[src/rtl/spi_pkg.sv]
// Shared definitions for the SPI slave receiver: SPI mode encodings, FSM states
// and the default word width.
package spi_pkg;

  localparam int DATA_W_DEF = 8;

  // Modes are written as {CKP, CPH}
  localparam logic [1:0] MODE0 = 2'b00;
  localparam logic [1:0] MODE1 = 2'b01;
  localparam logic [1:0] MODE2 = 2'b10;
  localparam logic [1:0] MODE3 = 2'b11;

  typedef enum logic [1:0] {
    IDLE   = 2'd0,
    ACTIVE = 2'd1,
    DONE   = 2'd2
  } state_t;

endpackage

[src/rtl/spi_sync_edge.sv]
// Multi-flop synchronizer for an asynchronous input with rise/fall detection
// against a one-cycle-delayed copy of the synchronized value.
module spi_sync_edge #(
  parameter int SYNC_STAGES = 2
) (
  input  logic clk,
  input  logic rst_n,
  input  logic preset,
  input  logic din,
  output logic q,
  output logic rise,
  output logic fall
);

  logic [SYNC_STAGES-1:0] chain;
  logic                   prev;

  always_ff @(posedge clk) begin
    if (!rst_n) begin
      chain <= {SYNC_STAGES{preset}};
      prev  <= preset;
    end else begin
      chain <= {chain[SYNC_STAGES-2:0], din};
      prev  <= chain[SYNC_STAGES-1];
    end
  end

  assign q    = chain[SYNC_STAGES-1];
  assign rise = q & ~prev;
  assign fall = ~q & prev;

endmodule

[src/rtl/spi_slave_receiver.sv]
// SPI slave: oversamples SCK/CS/MOSI on CLK, receives MSB-first words in any
// CKP/CPH mode and shifts a preloaded response word out on MISO.
module spi_slave_receiver
  import spi_pkg::*;
#(
  parameter int SYNC_STAGES = 2,
  parameter int DATA_W      = DATA_W_DEF
) (
  input  logic              CLK,
  input  logic              RESET,
  input  logic              CKP,
  input  logic              CPH,
  input  logic              SCK,
  input  logic              CS,
  input  logic              MOSI,
  input  logic [DATA_W-1:0] tx_data,
  output logic              MISO,
  output logic [DATA_W-1:0] rx_data,
  output logic              rx_valid,
  output logic              busy
);

  localparam int               CNT_W    = $clog2(DATA_W + 1);
  localparam logic [CNT_W-1:0] CNT_FULL = CNT_W'(DATA_W);
  localparam logic [CNT_W-1:0] CNT_ONE  = CNT_W'(1);

  state_t                 state, state_nxt;
  logic [CNT_W-1:0]       cnt;
  logic [DATA_W-1:0]      rx_shift, tx_shift;
  logic                   ckp_l, cph_l;
  logic                   miso;
  logic [SYNC_STAGES-1:0] mosi_sync;
  logic                   mosi_q;

  logic sck_q, sck_rise, sck_fall;
  logic cs_q, cs_rise, cs_fall;
  logic sck_edge, lead, trail, sample, shift;

  logic latch_mode, load, take_bit, shift_out, present, commit;

  spi_sync_edge #(.SYNC_STAGES(SYNC_STAGES)) u_sck_sync (
    .clk    (CLK),
    .rst_n  (RESET),
    .preset (CKP),
    .din    (SCK),
    .q      (sck_q),
    .rise   (sck_rise),
    .fall   (sck_fall)
  );

  spi_sync_edge #(.SYNC_STAGES(SYNC_STAGES)) u_cs_sync (
    .clk    (CLK),
    .rst_n  (RESET),
    .preset (1'b1),
    .din    (CS),
    .q      (cs_q),
    .rise   (cs_rise),
    .fall   (cs_fall)
  );

  always_ff @(posedge CLK) begin
    if (!RESET) mosi_sync <= '0;
    else        mosi_sync <= {mosi_sync[SYNC_STAGES-2:0], MOSI};
  end
  assign mosi_q = mosi_sync[SYNC_STAGES-1];

  // A leading edge moves SCK away from its latched idle level
  assign sck_edge = sck_rise | sck_fall;
  assign lead     = sck_edge & (sck_q ^ ckp_l);
  assign trail    = sck_edge & ~(sck_q ^ ckp_l);
  assign sample   = cph_l ? trail : lead;
  assign shift    = cph_l ? lead  : trail;

  always_ff @(posedge CLK) begin
    if (!RESET) state <= IDLE;
    else        state <= state_nxt;
  end

  always_comb begin
    state_nxt  = state;
    latch_mode = 1'b0;
    load       = 1'b0;
    take_bit   = 1'b0;
    shift_out  = 1'b0;
    present    = 1'b0;
    commit     = 1'b0;
    case (state)
      IDLE: begin
        if (cs_fall) begin
          latch_mode = 1'b1;
          load       = 1'b1;
          state_nxt  = ACTIVE;
        end
      end
      ACTIVE: begin
        take_bit = sample;
        // Before the first sample only CPH=1 has a bit to present
        shift_out = shift && (cnt != CNT_FULL);
        present   = shift && (cnt == CNT_FULL) && cph_l;
        if (sample && cnt == CNT_ONE) state_nxt = DONE;
        else if (cs_rise)             state_nxt = IDLE;
      end
      DONE: begin
        commit = 1'b1;
        if (!cs_q) begin
          load      = 1'b1;
          state_nxt = ACTIVE;
        end else begin
          state_nxt = IDLE;
        end
      end
      default: state_nxt = IDLE;
    endcase
  end

  always_ff @(posedge CLK) begin
    if (!RESET) begin
      cnt      <= '0;
      rx_shift <= '0;
      tx_shift <= '0;
      ckp_l    <= 1'b0;
      cph_l    <= 1'b0;
      miso     <= 1'b0;
      rx_data  <= '0;
      rx_valid <= 1'b0;
    end else begin
      rx_valid <= commit;
      if (latch_mode) begin
        ckp_l <= CKP;
        cph_l <= CPH;
      end
      if (load) begin
        tx_shift <= tx_data;
        cnt      <= CNT_FULL;
        miso     <= (latch_mode ? CPH : cph_l) ? 1'b0 : tx_data[DATA_W-1];
      end
      if (take_bit) begin
        rx_shift <= {rx_shift[DATA_W-2:0], mosi_q};
        cnt      <= cnt - CNT_ONE;
      end
      if (shift_out) begin
        tx_shift <= tx_shift << 1;
        miso     <= tx_shift[DATA_W-2];
      end
      if (present) miso <= tx_shift[DATA_W-1];
      if (commit)  rx_data <= rx_shift;
      if (state_nxt == IDLE) miso <= 1'b0;
    end
  end

  assign MISO = miso;
  assign busy = (state != IDLE);

endmodule
[config.mk]
export PLATFORM = sky130hd
export DESIGN_NAME = spi_slave_receiver
export DESIGN_NICKNAME = d
export VERILOG_FILES = /design/src/rtl/spi_pkg.sv /design/src/rtl/spi_sync_edge.sv /design/src/rtl/spi_slave_receiver.sv
export SDC_FILE = /design/constraint.sdc
export NUM_CORES = 1
export LEC_CHECK = 0
export ABC_AREA = 1
export CAP_MARGIN = 10
export CELL_PAD_IN_SITES_DETAIL_PLACEMENT = 0
export CELL_PAD_IN_SITES_GLOBAL_PLACEMENT = 1
export CORE_ASPECT_RATIO = 1.1
export CORE_MARGIN = 2
export CORE_UTILIZATION = 30
export CTS_CLUSTER_SIZE = 20
export DETAILED_ROUTE_END_ITERATION = 8
export PLACE_DENSITY = 0.73
export SLEW_MARGIN = 10
export SYNTH_ARGS = -nofsm -noshare
export SYNTH_HDL_FRONTEND = slang
export SYNTH_SLANG_ARGS = --single-unit
[constraint.sdc]
create_clock -name CLK -period 2.02 [get_ports CLK]
set_clock_uncertainty 0.2 [all_clocks]
set_input_delay 0.303 -clock CLK [delete_from_list [all_inputs] [get_ports CLK]]
set_output_delay 0.303 -clock CLK [all_outputs]
set_load 0.005 [all_outputs]
==> results of run 1 <==
## cells in the final DEF, fill, tap and decap left out
cell type	n
inv_2	4
clkdlybuf4s50_1	25
or2_2	3
clkinv_1	1
o21ai_0	22
nor2_2	1
a31oi_1	7
nand4_1	2
clkbuf_8	5
buf_4	1
inv_4	1
a31oi_2	1
o21ai_1	2
clkinv_2	2
nand2_4	1
a21oi_2	1
nand4_2	1
nand2_1	43
dfxtp_1	42
nor3_1	4
o32ai_2	1
nand3_1	13
nor2_4	1
nand2_2	5
a21oi_1	6
ha_1	3
nand3_2	3
nor2_1	40
inv_1	17
## flip-flops by register name (all words and copies together), names as in the netlist, 2 cells and up
signal,count
u_sck_sync.chain,2
mosi_sync,2
rx_shift,8
u_cs_sync.chain,2
cnt,4
state,2
rx_data,8
tx_shift,8
## layout make-up
type | count | area [sq um] | area share
flip-flops and latches | 42 | 841 | 0.389
well taps | 77 | 96.3 | 0.0446
repair buffers | 26 | 258 | 0.119
clock buffers | 5 | 68.8 | 0.0318
clock inverters | 2 | 10.0 | 0.00463
inverters | 23 | 88.8 | 0.0411
multi-input cells | 160 | 800 | 0.370
## worst register-to-register path, delay by kind of cell, from the launching register on
kind	cells	cell delay, ns
fa+ha+maj	1	0.22
compound gates	2	0.38
flops	1	0.40
buf+inv	2	0.23
simple gates	2	0.27
## routing by layer
| metal | vias to the layer above | GRT usage |
|---|---|---|
| li1 | 800 | - |
| met1 | 667 | 0.150 |
| met2 | 19 | 0.192 |
| met3 | 5 | 0.0376 |
| met4 | 0 | 0.0536 |
| met5 | - | 0 |
## logic make-up (layout without fill, tap and decap cells)
family,Yosys count,count (layout),share of synthesized area
AO/OA/AOI/OAI,40,40,0.130
adder cells (fa/ha/maj),3,3,0.0211
buffers and inverters,30,56,0.0781
flip-flops,42,42,0.473
AND/OR/NAND/NOR,117,117,0.298
## worst min-delay path by stage
stage                  startpoint            endpoint  slack, ns
3_3_place_gp         mosi_sync[0]        mosi_sync[1]       0.19
2_1_floorplan        mosi_sync[0]        mosi_sync[1]       0.19
4_1_cts        u_cs_sync.chain[0]  u_cs_sync.chain[1]       0.22
6_report             mosi_sync[0]        mosi_sync[1]       0.21
3_5_place_dp   u_cs_sync.chain[0]  u_cs_sync.chain[1]       0.20
5_1_grt        u_cs_sync.chain[0]  u_cs_sync.chain[1]       0.22
## power groups by stage
stage          sequential [W]  combinational, W  clock, W
2_1_floorplan        0.000886         0.0000962         0
5_1_grt              0.000874          0.000164  0.000563
3_5_place_dp         0.000890          0.000144         0
6_report             0.000870          0.000142  0.000506
3_3_place_gp         0.000890          0.000142         0
4_1_cts              0.000870          0.000144  0.000528
## per-stage QoR
stage	utilization	total power [W]	worst slack (ns)	cells	cell area, sq um
3_5_place_dp	0.363	0.00103	0.254	328	2080
4_1_cts	0.377	0.00154	0.122	335	2160
6_report	0.377	0.00152	0.142	335	2160
5_1_grt	0.377	0.00160	0.0638	335	2160
3_3_place_gp	0.363	0.00103	0.260	328	2080
2_1_floorplan	-	0.000982	0.471	232	1780
==> results.yml, run 1 <==
power:
  switchingPower_w: 0.000369
  power.density_nw_per_um2: 702
  internal_power_w: 0.00115
  power_frac_comb: 0.093
  p_clk_frac: 0.334
  seq_power_share: 0.573
  leakagePower_nw: 0.923
  switching_share: 0.243
  vdd_ir_drop_max_mv: 0.410
synthesis:
  yosys.area.top_type: "dfxtp_1"
  syn_area_sq_um: 1780
  ys_types: 28
  ys_warn_count: 0
  netlist_top_cells_count: "nand2_1 (43), dfxtp_1 (42), nor2_1 (40)"
  post_synth.cell_area_avg_sq_um: 7.67
  synth_most_common_cell: "nand2_1"
  synth-edff-count: 0
  ys_top_cells_by_area: "dfxtp_1 (47%), nand2_1 (9.1%), nor2_1 (8.4%)"
  yosysTopAreaCellShare: 0.473
  ys.flop_type: "dfxtp_1"
  synth_nets: 250
  syn_inst: 232
  ys_seq_area_frac: 0.473
  synthArstFlopShare: 0
  ys_ff_latch: 42
clocking:
  cts_buffers: 5
  cts_resized: 0
  hold_buffers: 0
  clock_latency_ns: 0.29
  clock_path_buffers: 2
  cts.clk_slew.worst_paths_ns: 0.08
  cts_tree: "built"
  root_buffer: "clkbuf_8"
  post_cts_buffers: 0
  clock_sinks: 42
  htree_levels: 2
floorplan:
  die_h_um: 84.8
  die_w_um: 77.4
  core_area_sq_um: 5730
  ios: 26
  fp.dieArea_sq_um: 6560
  num_rows: 29
  start_util: 0.310
setup_path:
  path_max_fanout: 4
  rrSetupSlack_ns: 0.25
  worstSetupStartpoint: "state[0]"
  worst_path_largest_cell_delay_ns: 0.49
  timing.rr.start: "cnt[0]"
  cpMaxStageDelayCell: "clkdlybuf4s50_1"
  critical_path_buf_inv_count: 2
  setup.worst_path.class: "flip-flop to primary output"
  reg2reg_to: "tx_shift[1]"
  end_kind: "primary output"
  cp.required_ns: 1.52
  critical-path-top-delay-family: "buffers and inverters"
  reg2reg_depth: 7
  cp_cell_sequence: "nor2_2, inv_1, clkdlybuf4s50_1"
  critPathCapture: "busy"
  cp-start-kind: "flip-flop"
  path_depth: 3
  cp.arrival_ns: 1.38
sta:
  fin_crit_sh: 0.930
  timing.fmax_mhz: 532
  fin_setup_tns_ns: 0
  finalMaxSlewViolations: 0
  hold_viol: 0
  worstMarginPinSlew_ns: 0.503
  min_period_ns: 1.88
  rsz0062_at_grt: "false"
  finalSetupViolCount: 0
  whs_ns: 0.214
  max_slew_margin: 0.664
detailed_routing:
  top_layer: "met4"
  met2WireLength_um: 1570
  final_antenna_net_count: 0
  drt_iter0_drc: 76
  route.met3.wl_um: 123
  wl_per_cell_um: 10.6
  met1Wirelength_um: 1790
  drc: 0
  first_pass_iters: 4
  viasPerCell: 4.45
  routed_wl_um: 3560
  vias: 1491
worst_hold_path:
  hold_path_depth: 2
  worstHoldPathType: "flip-flop to flip-flop"
global_route:
  grt_pass1_wl_um: 6240
  antenna_found_initial: 0
  grt_max_degree: 30
  first_global_vias: 1394
  grtUsageTotal: 0.121
  grt_remaining_overflow: 0
place:
  dp_hpwl_um: 2460
  placement.io_buffers: 25
  gp_congestion: 0.751
cells_and_area:
  syn2layout_area_growth_pct: 21.5
  final_layout_size_suffix_gt1_frac: 0.120
  antenna_cells: 0
  fill_cells: 623
  fin_nets: 276
outcome:
  outcome: "complete, no violations"
run:
  cap_violations: 0
No activity file was read; power rests on OpenSTA's default activity.
==> inputs of run 2 (changes only) <==
Settings changed: RECOVER_POWER set to 100.
==> run 2 against run 1 <==
Effect of this change: register-to-register slack improved by 0.02 ns; sequential power barely moved; final cell count stayed put; combinational power barely moved; sequential share of layout area hardly changed; die area unchanged; worst setup slack worse by 0.0031 ns; clock power hardly changed; critical path depth stayed put; sequential cell count is the same.
==> results.yml, run 2 (synthesis gave the netlist of run 1 again) <==
setup_path:
  worst_path_largest_cell_delay_ns: 0.49
  cp.required_ns: 1.52
  end_kind: "primary output"
  reg2reg_to: "tx_shift[1]"
  path_max_fanout: 4
  timing.rr.start: "cnt[0]"
  reg2reg_depth: 7
  cp.arrival_ns: 1.38
  setup.worst_path.class: "flip-flop to primary output"
  cp-start-kind: "flip-flop"
  cpMaxStageDelayCell: "clkdlybuf4s50_1"
  critPathCapture: "busy"
  rrSetupSlack_ns: 0.27
  worstSetupStartpoint: "state[0]"
  cp_cell_sequence: "nor2_2, inv_1, clkdlybuf4s50_1"
global_route:
  first_global_vias: 1394
  grt_max_degree: 30
  use_met3: 0.0376
  grt_remaining_overflow: 0
  antenna_found_initial: 0
  grt_pass1_wl_um: 6240
  grt_use_met2: 0.192
  met1_usage: 0.150
  grtUsageTotal: 0.121
  grt_busiest_layer: "met2"
detailed_routing:
  vias: 1480
  viasPerCell: 4.42
  routed_wl_um: 3560
  drc: 0
  final_antenna_net_count: 0
  first_pass_iters: 4
  wl_per_cell_um: 10.6
  drt_iter0_drc: 75
sta:
  fin_crit_sh: 0.931
  timing.fmax_mhz: 532
  max_slew_margin: 0.654
  fin_setup_tns_ns: 0
  finalSetupViolCount: 0
  fin_ws_ns: 0.139
  finalMaxSlewViolations: 0
  hold_viol: 0
  rsz0062_at_grt: "false"
  worstMarginPinSlew_ns: 0.519
  min_period_ns: 1.88
  whs_ns: 0.214
cells_and_area:
  reg_top3: "rx_data x8, rx_shift x8, tx_shift x8"
  fin_util: 0.377
  fin_cells: 335
  syn2layout_area_growth_pct: 21.4
  final_layout_size_suffix_gt1_frac: 0.120
  final_common_cell: "nand2_1"
  antenna_cells: 0
  multi_input_area_sq_um: 800
  layout_common_cells: "nand2_1 (43), dfxtp_1 (42), nor2_1 (40), o21ai_0 (24), inv_1 (17)"
  fill_cells: 624
  fin_nets: 276
  regArea_sq_um: 841
place:
  post-place-ws_ns: 0.254
  placement.io_buffers: 25
  gp_congestion: 0.751
  dp_hpwl_um: 2460
  placed_cells: 328
floorplan:
  ios: 26
  fp.dieArea_sq_um: 6560
  die_w_um: 77.4
  start_util: 0.310
  core_area_sq_um: 5730
  die_h_um: 84.8
  num_rows: 29
power:
  leakagePower_nw: 0.958
  power.density_nw_per_um2: 704
  vdd_ir_drop_max_mv: 0.406
clocking:
  post_cts_buffers: 0
  cts_tree: "built"
  root_buffer: "clkbuf_8"
  clock_sinks: 42
  cts.clk_slew.worst_paths_ns: 0.08
  hold_buffers: 0
  cts_resized: 0
  htree_levels: 2
  cts_buffers: 5
  clock_latency_ns: 0.29
  clock_path_buffers: 2
outcome:
  outcome: "complete, no violations"
run:
  cap_violations: 0
worst_hold_path:
  worstHoldPathType: "flip-flop to flip-flop"
run 2: cell count changes in the layout (fill, tap and decap cells not counted):
cell / delta
buf_4: -1
o21ai_0: +2
clkbuf_2: +1
o21ai_1: -2
dlygate4sd3_1: +11
clkdlybuf4s50_1: -11
run 2: worst min path at each step:
stage / from / endpoint / slack, ns / cells after the start
2_1_floorplan: mosi_sync[0] / mosi_sync[1] / 0.19 / 2
3_3_place_gp: mosi_sync[0] / mosi_sync[1] / 0.19 / 2
3_5_place_dp: u_cs_sync.chain[0] / u_cs_sync.chain[1] / 0.20 / 1
4_1_cts: u_cs_sync.chain[0] / u_cs_sync.chain[1] / 0.22 / 1
5_1_grt: u_cs_sync.chain[0] / u_cs_sync.chain[1] / 0.22 / 1
6_report: mosi_sync[0] / mosi_sync[1] / 0.21 / 2
run 2: metrics by stage:
| step | total power [W] | instance area, sq um |
|---|---|---|
| 2_1_floorplan | 0.000982 | 1780 |
| 3_3_place_gp | 0.00103 | 2080 |
| 3_5_place_dp | 0.00103 | 2080 |
| 4_1_cts | 0.00154 | 2160 |
| 5_1_grt | 0.00160 | 2160 |
| 6_report | 0.00152 | 2160 |
run 2: area by class of cell:
type / count / share of cell area
clock buffers: 5 / 0.0319
clock inverters: 2 / 0.00463
inverters: 23 / 0.0411
multi-input cells: 160 / 0.370
flip-flops and latches: 42 / 0.389
well taps: 77 / 0.0446
repair buffers: 26 / 0.118
run 2: worst max-delay path: cells and delay by family, from the launching register on:
| family | cells | cell delay [ns] |
|---|---|---|
| buf+inv | 2 | 0.55 |
| flops | 1 | 0.46 |
| simple gates | 1 | 0.09 |
run 2: per-layer routing:
| metal | wire length [um] | share of wire |
|---|---|---|
| met1 | 1790 | 0.50 |
| met2 | 1570 | 0.44 |
| met3 | 118 | 0.033 |
| met4 | 72 | 0.020 |
| met5 | 0 | 0 |
run 2: power by group:
part	switching, W	internal, W	leakage, nW
clock	0.000277	0.000232	0.0438
combinational	0.0000778	0.0000625	0.573
sequential	0.0000171	0.000853	0.342
total	0.000372	0.00115	0.958
==> inputs of run 3 (changes only) <==
Settings changed: ABC_AREA 1 to unset, PLACE_DENSITY 0.73 to 0.7.
==> run 3 against run 2 <==
Effect of this change: final cell count fell by 10%; fmax decreased by 2.8%; sequential power shrank 0.7%; power is 9.2% higher; first-iteration DRC count decreased by 25%; worst hold slack better by 0.013 ns; combinational power up 5%; register-to-register slack got worse by 0.19 ns; sequential share of layout area fell by 2.0 points; sequential cell count is the same; critical endpoint is now cnt[3].
==> results.yml, run 3 <==
clocking:
  clock_latency_ns: 0.29
  root_buffer: "clkbuf_8"
  hold_buffers: 0
  clock_sinks: 42
  htree_levels: 2
  post_cts_buffers: 0
  cts_tree: "built"
  cts_resized: 0
  clock_path_buffers: 2
  cts_buffers: 5
  cts.clk_slew.worst_paths_ns: 0.08
floorplan:
  num_rows: 29
  ios: 26
  core_area_sq_um: 5810
  start_util: 0.311
  die_w_um: 78.0
  die_h_um: 85.4
  fp.dieArea_sq_um: 6660
synthesis:
  ys_seq_area_frac: 0.465
  yosysTopAreaCellShare: 0.465
  yosys.area.top_type: "dfxtp_1"
  post_synth.cell_area_avg_sq_um: 9.61
  ys.flop_type: "dfxtp_1"
  synth_nets: 206
  syn_inst: 188
  netlist_top_cells_count: "dfxtp_1 (42), nand2_1 (42), mux2i_1 (12)"
  ys_ff_latch: 42
  synthArstFlopShare: 0
  syn_area_sq_um: 1810
  ys_types: 38
  ys_warn_count: 0
  ys_top_cells_by_area: "dfxtp_1 (47%), nand2_1 (8.7%), mux2i_1 (6.6%)"
  synth-edff-count: 0
cells_and_area:
  final_layout_size_suffix_gt1_frac: 0.112
  multi_input_area_sq_um: 898
  syn2layout_area_growth_pct: 26.0
  regArea_sq_um: 841
  fin_util: 0.392
  layout_common_cells: "nand2_1 (43), dfxtp_1 (42), clkdlybuf4s50_1 (15), mux2i_1 (13), nor2b_1 (11)"
  final_common_cell: "nand2_1"
  antenna_cells: 0
  fin_nets: 240
  fill_cells: 600
  reg_top3: "rx_data x8, rx_shift x8, tx_shift x8"
detailed_routing:
  final_antenna_net_count: 0
  wl_per_cell_um: 11.2
  vias: 1333
  first_pass_iters: 4
  drc: 0
  drt_iter0_drc: 56
  routed_wl_um: 3350
  viasPerCell: 4.44
place:
  gp_congestion: 0.744
  placement.io_buffers: 25
  dp_hpwl_um: 2380
global_route:
  grt_remaining_overflow: 0
  antenna_found_initial: 0
  grt_pass1_wl_um: 5940
  first_global_vias: 1277
  grt_max_degree: 42
  grtUsageTotal: 0.113
sta:
  finalMaxSlewViolations: 0
  max_slew_margin: 0.528
  min_period_ns: 1.94
  finalSetupViolCount: 0
  timing.fmax_mhz: 517
  fin_crit_sh: 0.958
  worstMarginPinSlew_ns: 0.707
  rsz0062_at_grt: "false"
  hold_viol: 0
  fin_setup_tns_ns: 0
worst_hold_path:
  worstHoldPathType: "flip-flop to flip-flop"
setup_path:
  cp.required_ns: 2.01
  setup.worst_path.class: "flip-flop to flip-flop"
  critPathCapture: "cnt[3]"
  cp-start-kind: "flip-flop"
  reg2reg_depth: 5
  path_max_fanout: 3
  rrSetupSlack_ns: 0.08
  cp.arrival_ns: 1.93
  timing.rr.start: "ckp_l"
  end_kind: "flip-flop"
  reg2reg_to: "cnt[3]"
  worstSetupStartpoint: "ckp_l"
power:
  leakagePower_nw: 0.917
  power.density_nw_per_um2: 729
  vdd_ir_drop_max_mv: 0.397
outcome:
  outcome: "complete, no violations"
run:
  cap_violations: 0
[run 3: worst min path at each step]
stage,startpoint,cells after the start,end
2_1_floorplan,u_cs_sync.chain[0],1,u_cs_sync.chain[1]
3_3_place_gp,u_sck_sync.chain[0],2,u_sck_sync.chain[1]
3_5_place_dp,u_cs_sync.chain[0],1,u_cs_sync.chain[1]
4_1_cts,u_sck_sync.chain[0],2,u_sck_sync.chain[1]
5_1_grt,u_sck_sync.chain[0],2,u_sck_sync.chain[1]
6_report,u_cs_sync.chain[0],1,u_cs_sync.chain[1]
[run 3: logic make-up (layout without fill, tap and decap cells)]
| group | count (synthesis) | count (layout) | synth area share |
|---|---|---|---|
| DFF | 42 | 42 | 0.465 |
| buffers and inverters | 11 | 46 | 0.0312 |
| muxes | 15 | 15 | 0.0907 |
| xor gates and xnor gates | 2 | 2 | 0.0139 |
| and+or+nand+nor | 89 | 89 | 0.258 |
| adders and majority gates | 3 | 3 | 0.0208 |
| AOI/OAI and AO/OA | 26 | 26 | 0.120 |
[run 3: final cells by class]
cell class / count / area share
clock buffers: 6 / 0.0319
multi-input cells: 135 / 0.395
clock inverters: 2 / 0.0165
well taps: 77 / 0.0423
repair buffers: 36 / 0.142
flip-flops and latches: 42 / 0.369
inverters: 2 / 0.00330
[run 3: power breakdown]
part	internal (W)	switching, W	leakage [nW]
Clock	0.000369	0.000279	0.0514
Sequential	0.000850	0.0000143	0.341
Combinational	0.0000823	0.0000644	0.524
Total	0.00130	0.000358	0.917
[run 3: layer usage]
metal  vias to the layer above  share of wire  global-route usage
met1                       599           0.51               0.144
met2                        21           0.43               0.172
li1                        706              -                   -
met3                         7          0.036              0.0287
met5                         -              0                   0
met4                         0          0.025              0.0670
[run 3: worst max-delay path, cell delays in order, from the launching register on]
cell,delay (ns)
dfxtp_1,0.43
xor2_2,0.21
mux2_4,0.33
nand2_1,0.13
mux2_4,0.31
o221a_1,0.23
[run 3: per-stage QoR]
| step | instance area, sq um | worst slack, ns | instances | total power, W | hold slack (ns) |
|---|---|---|---|---|---|
| after floorplan | 1810 | 0.143 | 188 | 0.000976 | 0.186 |
| after global placement | 2200 | 0.167 | 292 | 0.00104 | 0.209 |
| after detailed placement | 2200 | 0.124 | 292 | 0.00104 | 0.208 |
| after CTS | 2310 | 0.0734 | 300 | 0.00170 | 0.236 |
| after global routing | 2280 | 0.0187 | 300 | 0.00174 | 0.255 |
| final | 2280 | 0.0839 | 300 | 0.00166 | 0.228 |
